==> src/rtl/mvm_pkg.sv <==
// Shared definitions for the MVM load sequencer: geometry defaults,
// FSM state encoding and the MSB-first line-to-lane unpack helper.
package mvm_pkg;

    localparam int unsigned MvmDataWidth = 8;
    localparam int unsigned MvmDepth     = 8;
    localparam int unsigned MvmLineWidth = MvmDataWidth * MvmDepth;

    // Plain vector constants keep the encoding compatible with older tools.
    typedef logic [3:0] mvm_seq_state_t;

    localparam mvm_seq_state_t StIdle    = 4'd0;
    localparam mvm_seq_state_t StClear   = 4'd1;
    localparam mvm_seq_state_t StReqA    = 4'd2;
    localparam mvm_seq_state_t StWaitA   = 4'd3;
    localparam mvm_seq_state_t StReqB    = 4'd4;
    localparam mvm_seq_state_t StWaitB   = 4'd5;
    localparam mvm_seq_state_t StStreamB = 4'd6;
    localparam mvm_seq_state_t StWaitMac = 4'd7;
    localparam mvm_seq_state_t StDone    = 4'd8;
    localparam mvm_seq_state_t StError   = 4'd9;

    // Lane 0 is the most significant element of the line.
    function automatic logic [MvmDataWidth-1:0] mvm_unpack_lane(
        input logic [MvmLineWidth-1:0] line,
        input int unsigned             lane
    );
        logic [MvmLineWidth-1:0] shifted;
        shifted = line << (lane * MvmDataWidth);
        return shifted[MvmLineWidth-1 -: MvmDataWidth];
    endfunction

endpackage

==> src/rtl/mvm_load_sequencer_if.sv <==
// Memory-side (Avalon-MM read) and datapath-side (MAC array / FIFOs)
// signals of the MVM load sequencer. The sequencer is the master.
interface mvm_load_sequencer_if
    import mvm_pkg::*;
#(
    parameter int unsigned DATA_WIDTH = MvmDataWidth,
    parameter int unsigned DEPTH      = MvmDepth
);

    logic [31:0]                 mem_address;
    logic                        mem_read;
    logic [63:0]                 mem_readdata;
    logic                        mem_readdatavalid;
    logic                        mem_waitrequest;

    logic                        mac_clr;
    logic                        a_wren;
    logic [DEPTH*DATA_WIDTH-1:0] a_data;
    logic                        b_wren;
    logic [DATA_WIDTH-1:0]       b_data;
    logic                        mac_done;

    modport master (
        output mem_address, mem_read, mac_clr, a_wren, a_data, b_wren, b_data,
        input  mem_readdata, mem_readdatavalid, mem_waitrequest, mac_done
    );

    modport slave (
        input  mem_address, mem_read, mac_clr, a_wren, a_data, b_wren, b_data,
        output mem_readdata, mem_readdatavalid, mem_waitrequest, mac_done
    );

endinterface

==> src/rtl/avalon_rd_port.sv <==
// Single-outstanding Avalon-MM read handshake, shared by the row and vector
// fetches. A request raises mem_read one cycle later with a registered,
// stable address; acceptance drops it and opens the data window.
// Optional macro MVM_SEQ_TIMEOUT_EN adds a watchdog on the data window.
module avalon_rd_port #(
    parameter int unsigned TIMEOUT_CYCLES = 255
) (
    input  logic        CLOCK_50,
    input  logic        rst_n,
    input  logic        req,
    input  logic [31:0] req_addr,
    output logic        accept,
    output logic        rd_valid,
    output logic        timeout,
    output logic [31:0] mem_address,
    output logic        mem_read,
    input  logic        mem_waitrequest,
    input  logic        mem_readdatavalid
);

    logic        read_q;
    logic        pend_q;
    logic [31:0] addr_q;

    assign accept      = read_q && !mem_waitrequest;
    assign rd_valid    = pend_q && mem_readdatavalid;
    assign mem_read    = read_q;
    assign mem_address = addr_q;

    // Issue one read per request, hold it until accepted, then track the data window.
    always_ff @(posedge CLOCK_50 or negedge rst_n) begin
        if (!rst_n) begin
            read_q <= 1'b0;
            pend_q <= 1'b0;
            addr_q <= '0;
        end else begin
            if (req && !read_q && !pend_q) begin
                read_q <= 1'b1;
                addr_q <= req_addr;
            end else if (accept) begin
                read_q <= 1'b0;
            end

            if (accept) begin
                pend_q <= 1'b1;
            end else if (rd_valid || timeout) begin
                pend_q <= 1'b0;
            end
        end
    end

`ifdef MVM_SEQ_TIMEOUT_EN
    localparam int unsigned CntW = (TIMEOUT_CYCLES > 255) ? $clog2(TIMEOUT_CYCLES + 1) : 8;

    logic [CntW-1:0] wd_q;

    // Count data-window cycles; restart on every accepted read.
    always_ff @(posedge CLOCK_50 or negedge rst_n) begin
        if (!rst_n) begin
            wd_q <= '0;
        end else if (accept) begin
            wd_q <= '0;
        end else if (pend_q && !mem_readdatavalid) begin
            wd_q <= wd_q + CntW'(1);
        end
    end

    assign timeout = pend_q && !mem_readdatavalid && (wd_q == CntW'(TIMEOUT_CYCLES - 1));
`else
    assign timeout = 1'b0;

    logic unused_timeout_cfg;
    assign unused_timeout_cfg = ^32'(TIMEOUT_CYCLES);
`endif

endmodule

==> src/rtl/mvm_load_sequencer.sv <==
// Sequences one matrix-vector multiply: clears the MAC array, fetches DEPTH
// row lines into the A FIFOs, fetches the vector line and streams it element
// by element into the B FIFO, then waits for the MAC array to finish.
// Optional macro MVM_SEQ_TIMEOUT_EN enables the read watchdog and ERROR state.
module mvm_load_sequencer
    import mvm_pkg::*;
#(
    parameter int unsigned DATA_WIDTH     = MvmDataWidth,
    parameter int unsigned DEPTH          = MvmDepth,
    parameter int unsigned BASE_ADDR      = 0,
    parameter int unsigned TIMEOUT_CYCLES = 255
) (
    input  logic                 CLOCK_50,
    input  logic                 rst_n,
    input  logic                 start,
    mvm_load_sequencer_if.master bus,
    output logic                 busy,
    output logic                 done,
    output logic                 error
);

    localparam int unsigned     IdxW    = $clog2(DEPTH) + 1;
    localparam int unsigned     LineW   = DEPTH * DATA_WIDTH;
    localparam logic [IdxW-1:0] LastIdx = IdxW'(DEPTH - 1);

    mvm_seq_state_t  state_q, state_d;
    logic [IdxW-1:0] row_idx_q, row_idx_d;
    logic [IdxW-1:0] b_idx_q, b_idx_d;
    logic            a_wren_q;
    logic [LineW-1:0] a_data_q;
    logic [LineW-1:0] vec_q;

    logic        rd_req;
    logic [31:0] rd_addr;
    logic        rd_accept;
    logic        rd_valid;
    logic        rd_timeout;
    logic [31:0] rd_mem_address;
    logic        rd_mem_read;

    assign rd_req  = (state_q == StReqA) || (state_q == StReqB);
    assign rd_addr = (state_q == StReqA) ? 32'(BASE_ADDR) + 32'(row_idx_q)
                                         : 32'(BASE_ADDR + DEPTH);

    avalon_rd_port #(
        .TIMEOUT_CYCLES(TIMEOUT_CYCLES)
    ) u_rd_port (
        .CLOCK_50         (CLOCK_50),
        .rst_n            (rst_n),
        .req              (rd_req),
        .req_addr         (rd_addr),
        .accept           (rd_accept),
        .rd_valid         (rd_valid),
        .timeout          (rd_timeout),
        .mem_address      (rd_mem_address),
        .mem_read         (rd_mem_read),
        .mem_waitrequest  (bus.mem_waitrequest),
        .mem_readdatavalid(bus.mem_readdatavalid)
    );

    // Next-state and index bookkeeping.
    always_comb begin
        state_d   = state_q;
        row_idx_d = row_idx_q;
        b_idx_d   = b_idx_q;
        case (state_q)
            StIdle: begin
                if (start) state_d = StClear;
            end
            StClear: begin
                row_idx_d = '0;
                b_idx_d   = '0;
                state_d   = StReqA;
            end
            StReqA: begin
                if (rd_accept) state_d = StWaitA;
            end
            StWaitA: begin
                if (rd_valid) begin
                    row_idx_d = row_idx_q + IdxW'(1);
                    state_d   = (row_idx_q == LastIdx) ? StReqB : StReqA;
                end else if (rd_timeout) begin
                    state_d = StError;
                end
            end
            StReqB: begin
                if (rd_accept) state_d = StWaitB;
            end
            StWaitB: begin
                if (rd_valid) begin
                    b_idx_d = '0;
                    state_d = StStreamB;
                end else if (rd_timeout) begin
                    state_d = StError;
                end
            end
            StStreamB: begin
                b_idx_d = b_idx_q + IdxW'(1);
                if (b_idx_q == LastIdx) state_d = StWaitMac;
            end
            StWaitMac: begin
                if (bus.mac_done) state_d = StDone;
            end
            StDone, StError: begin
                if (start) state_d = StClear;
            end
            default: state_d = StIdle;
        endcase
    end

    // FSM state and indices.
    always_ff @(posedge CLOCK_50 or negedge rst_n) begin
        if (!rst_n) begin
            state_q   <= StIdle;
            row_idx_q <= '0;
            b_idx_q   <= '0;
        end else begin
            state_q   <= state_d;
            row_idx_q <= row_idx_d;
            b_idx_q   <= b_idx_d;
        end
    end

    // Latch returned lines; a row push fires the cycle after its data strobe.
    always_ff @(posedge CLOCK_50 or negedge rst_n) begin
        if (!rst_n) begin
            a_wren_q <= 1'b0;
            a_data_q <= '0;
            vec_q    <= '0;
        end else begin
            a_wren_q <= (state_q == StWaitA) && rd_valid;
            if ((state_q == StWaitA) && rd_valid) a_data_q <= bus.mem_readdata;
            if ((state_q == StWaitB) && rd_valid) vec_q <= bus.mem_readdata;
        end
    end

    assign bus.mem_address = rd_mem_address;
    assign bus.mem_read    = rd_mem_read;
    assign bus.mac_clr     = (state_q == StClear);
    assign bus.a_wren      = a_wren_q;
    assign bus.a_data      = a_data_q;
    assign bus.b_wren      = (state_q == StStreamB);
    assign bus.b_data      = (state_q == StStreamB) ? mvm_unpack_lane(vec_q, 32'(b_idx_q)) : '0;

    assign busy = !((state_q == StIdle) || (state_q == StDone) || (state_q == StError));
    assign done = (state_q == StDone);

`ifdef MVM_SEQ_TIMEOUT_EN
    assign error = (state_q == StError);
`else
    assign error = 1'b0;
`endif

endmodule
==> src/flat_wrapper.sv <==
// flat-port wrapper written by rule: the top's interface ports become plain ports
module mvm_load_sequencer_flat import mvm_pkg::*;
#(
    parameter int unsigned DATA_WIDTH     = MvmDataWidth,
    parameter int unsigned DEPTH          = MvmDepth,
    parameter int unsigned BASE_ADDR      = 0,
    parameter int unsigned TIMEOUT_CYCLES = 255
)
  (CLOCK_50, rst_n, start, busy, done, error, bus_mem_address, bus_mem_read, bus_mac_clr, bus_a_wren, bus_a_data, bus_b_wren, bus_b_data, bus_mem_readdata, bus_mem_readdatavalid, bus_mem_waitrequest, bus_mac_done);
  mvm_load_sequencer_if #(.DATA_WIDTH(DATA_WIDTH), .DEPTH(DEPTH)) bus_i ();
  input  logic CLOCK_50;
  input  logic rst_n;
  input  logic start;
  output logic busy;
  output logic done;
  output logic error;
  output wire logic [$bits(bus_i.mem_address)-1:0] bus_mem_address;
  output wire logic [$bits(bus_i.mem_read)-1:0] bus_mem_read;
  output wire logic [$bits(bus_i.mac_clr)-1:0] bus_mac_clr;
  output wire logic [$bits(bus_i.a_wren)-1:0] bus_a_wren;
  output wire logic [$bits(bus_i.a_data)-1:0] bus_a_data;
  output wire logic [$bits(bus_i.b_wren)-1:0] bus_b_wren;
  output wire logic [$bits(bus_i.b_data)-1:0] bus_b_data;
  input wire logic [$bits(bus_i.mem_readdata)-1:0] bus_mem_readdata;
  input wire logic [$bits(bus_i.mem_readdatavalid)-1:0] bus_mem_readdatavalid;
  input wire logic [$bits(bus_i.mem_waitrequest)-1:0] bus_mem_waitrequest;
  input wire logic [$bits(bus_i.mac_done)-1:0] bus_mac_done;
  assign bus_mem_address = bus_i.mem_address;
  assign bus_mem_read = bus_i.mem_read;
  assign bus_mac_clr = bus_i.mac_clr;
  assign bus_a_wren = bus_i.a_wren;
  assign bus_a_data = bus_i.a_data;
  assign bus_b_wren = bus_i.b_wren;
  assign bus_b_data = bus_i.b_data;
  assign bus_i.mem_readdata = bus_mem_readdata;
  assign bus_i.mem_readdatavalid = bus_mem_readdatavalid;
  assign bus_i.mem_waitrequest = bus_mem_waitrequest;
  assign bus_i.mac_done = bus_mac_done;
  mvm_load_sequencer #(.DATA_WIDTH(DATA_WIDTH), .DEPTH(DEPTH), .BASE_ADDR(BASE_ADDR), .TIMEOUT_CYCLES(TIMEOUT_CYCLES)) u_core (.CLOCK_50(CLOCK_50), .rst_n(rst_n), .start(start), .bus(bus_i), .busy(busy), .done(done), .error(error));
endmodule
==> config.mk <==
export PLATFORM = sky130hd
export DESIGN_NAME = mvm_load_sequencer_flat
export DESIGN_NICKNAME = d
export VERILOG_FILES = /design/src/rtl/mvm_pkg.sv /design/src/rtl/mvm_load_sequencer_if.sv /design/src/rtl/avalon_rd_port.sv /design/src/rtl/mvm_load_sequencer.sv /design/src/flat_wrapper.sv
export SDC_FILE = /design/constraint.sdc
export NUM_CORES = 1
export LEC_CHECK = 0
export ABC_AREA = 0
export CORE_MARGIN = 5
export CORE_UTILIZATION = 35
export CTS_CLUSTER_SIZE = 40
export DETAILED_ROUTE_END_ITERATION = 7
export SLEW_MARGIN = 20
export SYNTH_ARGS = -nofsm -noshare
export SYNTH_HDL_FRONTEND = slang
export SYNTH_HIERARCHICAL = 1
export SYNTH_SLANG_ARGS = --single-unit
==> constraint.sdc <==
create_clock -name CLOCK_50 -period 2.3 [get_ports CLOCK_50]
set_input_delay 0.23 -clock CLOCK_50 [delete_from_list [all_inputs] [get_ports CLOCK_50]]
set_output_delay 0.23 -clock CLOCK_50 [all_outputs]
set_load 0.05 [all_outputs]
; ---- Word-level counts from Yosys, hierarchy flattened
; Cells that the tools add are included.
[totals]
output_inout_bits = 111
register_bits = 175
[classes]
mux = 19
n_reduce_logical = 22
n_eq_ne = 18
shifts = 1
add_sub_neg = 2
[ops]
columns = operator, count
row1 = $shl A64 B7 Y64, 1
row2 = $mux W4, 10
row3 = $pmux W4 S8, 1
row4 = $eq A4 B3 Y1 const B, 6
row5 = $ne A2 B1 Y1 const B, 6
row6 = $pmux W4 S3, 1
row7 = $add A4 B1 Y4 const B, 2
row8 = $eq A4 B2 Y1 const B, 2
row9 = $eq A4 B4 Y1 const B, 2
row10 = $mux W8, 1
row11 = $pmux W4 S2, 1
row12 = $reduce_and A7 Y1, 1
row13 = $logic_and A1 B1 Y1, 6
row14 = $reduce_bool A2 Y1, 3
row15 = $eq A4 B1 Y1 const B, 1
row16 = $logic_not A1 Y1, 4
row17 = $logic_not A4 Y1, 1
row18 = $mux W1, 4
row19 = $reduce_and A2 Y1, 2
row20 = $logic_or A1 B1 Y1, 3
row21 = $mux W3, 1
row22 = $reduce_bool A3 Y1, 1
row23 = $reduce_or A3 Y1, 1
row24 = $ne A2 B2 Y1 const B, 1

; ---- Longest topological paths before layout
[depth]
word_depth = 5
mapped_depth = 8
depth_no_buf = 6

; ---- Modules after synthesis
; Netlist, hierarchy kept.
[modules_own_cells]
columns = module, instances, seq_area_each_um2, area_per_inst_um2, cells_per_inst
row1 = mvm_load_sequencer, 1, 3528.4, 6137.1, 545
row2 = avalon_rd_port, 1, 850.8, 1306.3, 77

; ---- Least setup slack after synthesis
; Ideal clock, no wire load.
[synth_path]
path_kind = flip-flop to output port
start = register u_core.state_q[2]
end = output port bus_b_data[0]
path_stages_with_launch = 6
setup_slack_ps = 156
t_arrival_ps = 1914
cell_sequence = dfrtp_1 > nor4bb_1 > buf_2 > nand2b_1 > clkbuf_1 > nor2_1
[synth_between]
elab_chain_len = 2
[synth_lines]
columns = element, line_no
row1 = "start, declared", mvm_load_sequencer.sv:26  ; mvm_seq_state_t state_q, state_d;
row2 = "start signal, assigned", mvm_load_sequencer.sv:114  ; state_q <= StIdle;
row3 = "start signal, assigned", mvm_load_sequencer.sv:118  ; state_q <= state_d;
row4 = $eq A4 B3 Y1, --
row5 = named net bus_b_wren, flat_wrapper.sv:22  ; output wire logic [$bits(bus_i.b_wren)-1:0] bus_b_wren;
row6 = $mux W8, mvm_load_sequencer.sv:143  ; assign bus.b_data = (state_q == StStreamB) ? mvm_unpack_lane(vec_q, 32'(b_idx_q)) : '0;
row7 = "end, declared", flat_wrapper.sv:23  ; output wire logic [$bits(bus_i.b_data)-1:0] bus_b_data;
; The timed path passes the listed nets, and every way through them passes these cells.

; ---- Worst setup path after layout
[layout_path]
start = register u_core.b_idx_q[0]
end = output port bus_b_data[2]
[layout_between]
elab_chain_len = 2
[layout_lines]
columns = element, line_no
row1 = "start, declared", mvm_load_sequencer.sv:28  ; logic [IdxW-1:0] b_idx_q, b_idx_d;
row2 = "start signal, assigned", mvm_load_sequencer.sv:120  ; b_idx_q <= b_idx_d;
row3 = $shl A64 B7 Y64, mvm_pkg.sv:29  ; shifted = line << (lane * MvmDataWidth);
row4 = $mux W8, mvm_load_sequencer.sv:143
; Every way passes these cells.

==> summary.md <==
| Metric | Value |
|---|---|
| Outcome | `complete, no violations` |
| Commonest cells after routing, fill and taps aside | `nand2_1 (202), dfrtp_1 (172), clkdlybuf4s50_1 (166), mux2_1 (67), mux2_2 (31)` |
| Synthesis Warnings | `6` |
| Die Ht | `155.8 um` |
| Final core occ | `49.99%` |
| Endpoints failing setup | `0` |
| Ant. Diodes | `0` |
| WP data arrival | `1.97 ns` |
| Sw Pwr | `5.784 mW` |
| Antenna-violating nets left | `0` |
| DR WL/cell | `16.48 um` |
| # fillers | `1921` |
| Storage element area | `4383 um^2` |
| Input/output buffers | `179` |
| Largest buffer count on any clock path | `2` |
| Multi-input gate area | `3005 um^2` |
| Final Wtd Congestion | `0.7824` |
| Top FF cell, synth | `dfrtp_1` |
| Drt drc | `0` |
| Vias in the first global route | `5188` |
| Clock group share of total power | `21.9%` |
| Nets | `902` |
| Leakage | `4.986 nW` |
| Hold slack | `0.3565 ns` |
| Reg2Reg Launch Point | `u_core/state_q[1]$_DFFE_PN0P_` |
| RSZ-0062 raised after global routing | `true` |
| Power Density | `1271 nW/um^2` |
| Mapped cell area | `7443 um^2` |
| CTS sink cnt | `175` |
| Gr busiest metal | `met2` |
| Syn Inst Count | `622` |
| Crit Path Max Fanout | `15` |
| EDFF count, synth | `0` |
| Initial DRT Pass Iterations | `5` |
| Clock-pin slew on the worst setup and hold paths | `0.08 ns` |
| Area of placed instances | `9809 um^2` |
| Hold WC Path Type | `primary input to asynchronous set/reset pin` |
| Met2 usage | `24.59%` |
| CTS H-tree depth | `4` |
| Final Cell Area | `10480 um^2` |
| Hold Fails Final Rpt | `0` |
| Grt total ovfl | `0` |
| DPL Wire Length | `13.21 mm` |
| GRT met3 Usage | `4.272%` |
| FP Rows | `53` |
| Max VDD drop | `0.6693 mV` |
| Final Cycle Share | `95.83%` |
| P_int | `7.529 mW` |
| Sw frac | `43.45%` |
| Global routing usage on met1 | `21.68%` |
| Largest net degree at the start of global routing | `67` |
| Synth Area per Inst | `11.97 um^2` |
| Share of cells above drive strength 1 | `15.30%` |
| Initial antenna violation count | `0` |
| Worst Setup SP | `u_core/b_idx_q[0]$_DFFE_PN0P_` |
| Comb pwr share | `45.2%` |
| Total I/O pin count | `181` |
| Max-slew violation count | `0` |
| Sequential area share after synthesis | `58.83%` |
| Yosys reg bits | `175` |
| Max Freq | `0.4537 GHz` |
| Full die area | `24280 um^2` |
| Rel. slew slack | `60.56%` |
| Slew @ Worst Pin | `0.5898 ns` |
| CTS root buf | `clkbuf_16` |
| FFs w/ async S/R, synth | `100.0%` |
| GRT Util Overall | `15.65%` |
| CTS tree | `built` |
| Clock buffer count from CTS | `17` |
| Die width | `155.8 um` |
| Setup TNS | `0 ns` |
| First-pass GRT wire length | `29.75 mm` |
| Leading cell type in the layout, fill and taps excluded | `nand2_1` |
| Core Area | `20960 um^2` |
| Seq pwr share | `32.9%` |
| Initial Util | `35.52%` |
| Worst Path Required | `2.07 ns` |
| Routed wire length | `18.43 mm` |
| Area growth syn-to-layout | `40.73%` |
| Worst setup EP type | `primary output` |
| Crit Path Class | `flop to primary output` |
| Skew final | `0.01178 ns` |
| Min Tclk post-route | `2.204 ns` |
| Starting DRT DRC Count | `153` |
| Max cap viols | `0` |
| CP startpoint kind | `flop` |
| Post-synth cell types | `43` |
| Vias per cell | `4.587` |
| Clock Latency Late Sink | `0.43 ns` |
| DR vias | `5128` |
==> synthesized netlist by cell type, drive strengths merged, types with 2 or more instances <==
cell	count	area (um^2)
a22o	2	17.52
nor2	13	48.80
o31ai	2	15.01
xnor2	2	17.52
inv	5	18.76
nand2b	4	25.02
nor3	3	15.01
ha	2	25.02
nand3	2	10.01
buf	28	165.2
o21ai	6	30.03
nand2	203	762.0
mux4	16	360.4
clkbuf	9	33.78
a21o	2	15.01
a21oi	3	15.01
mux2i	11	110.1
and3	5	31.28
mux2	98	1104
and2	7	43.79
nand3b	2	15.01
nor4	3	33.78
conb	2	7.510
dfrtp	175	4379
nor2b	6	37.54
==> state kept, by name, indices dropped and copies added (netlist names) <==
signal,count
u_core/vec_q,64
u_core/u_rd_port/pend_q,1
u_core/u_rd_port/mem_address,32
u_core/bus.a_data,64
u_core/state_q,4
u_core/bus.a_wren,1
u_core/u_rd_port/mem_read,1
u_core/row_idx_q,4
u_core/b_idx_q,4
==> power groups by stage <==
stage,clock network (mW),logic [mW],registers [mW]
6_report,2.91,6.02,4.39
5_1_grt,3.14,6.32,4.52
4_1_cts,3.01,6.08,4.40
3_5_place_dp,0,6.08,4.43
3_3_place_gp,0,6.04,4.42
2_1_floorplan,0,1.35,7.00
==> metal layers <==
metal | vias to the layer above | part of all wire, %
met5 | - | 0
met4 | 0 | 0.91
met3 | 8 | 5.1
met2 | 127 | 48
met1 | 2532 | 46
li1 | 2461 | -
==> stage by stage <==
step / setup slack [ns] / std cells / total power, mW
after CTS: 0.03888 / 1118 / 13.50
after global placement: 0.3189 / 1084 / 10.46
after global routing: -0.005152 / 1118 / 13.98
after detailed placement: 0.3234 / 1084 / 10.52
after floorplan: 0.1561 / 650 / 8.346
final: 0.09585 / 1118 / 13.31
==> timing repair <==
item                                   in CTS  in global routing
setup buffers                               1                  0
resized for setup                          10                  8
pin swaps                                   0                  0
hold buffers                                1                  0
endpoints found under the hold margin      54                  0
cloned                                      0                  0
setup endpoints to repair                   8                  9
==> kinds of logic (layout without fill, tap and decap cells) <==
logic type / Yosys count / in the layout / synth area share, %
flops: 175 / 175 / 58.83
xor+xnor: 3 / 3 / 0.3531
buf+inv: 42 / 235 / 2.925
mux: 125 / 125 / 21.15
fa+ha+maj: 3 / 3 / 0.4706
other cells: 2 / 30 / 0.1009
compound gates: 18 / 18 / 1.597
simple gates: 254 / 254 / 14.57
==> layout make-up <==
type	instances	share of cell area [%]
inverter	5	0.1792
timing repair buffer	198	20.32
clock inverter	15	1.624
multi-input combinational	433	28.69
tap	275	3.285
clock buffer	17	4.061
sequential	175	41.84
==> worst paths after layout <==
check | slack (ns) | cells after the start | endpoint
max | 0.1 | 5 | bus_b_data[2]
min | 0.36 | 2 | u_core/bus.a_data[42]$_DFFE_PN0P_
max reg2reg | 0.46 | 5 | u_core/state_q[2]$_DFFE_PN0P_
min reg2reg | 0.47 | 2 | u_core/bus.a_data[21]$_DFFE_PN0P_
max in group asynchronous | 1.16 | 3 | u_core/u_rd_port/mem_address[1]$_DFFE_PN0P_
min in group CLOCK_50 | 0.36 | 3 | u_core/bus.a_data[33]$_DFFE_PN0P_
==> critical path, cell delays in order (launching register included) <==
cell	delay (ns)
dfrtp_2	0.39
buf_12	0.18
mux4_2	0.53
mux2i_2	0.23
nor2_4	0.06
buf_12	0.15
(Power assumes the default switching activity.)
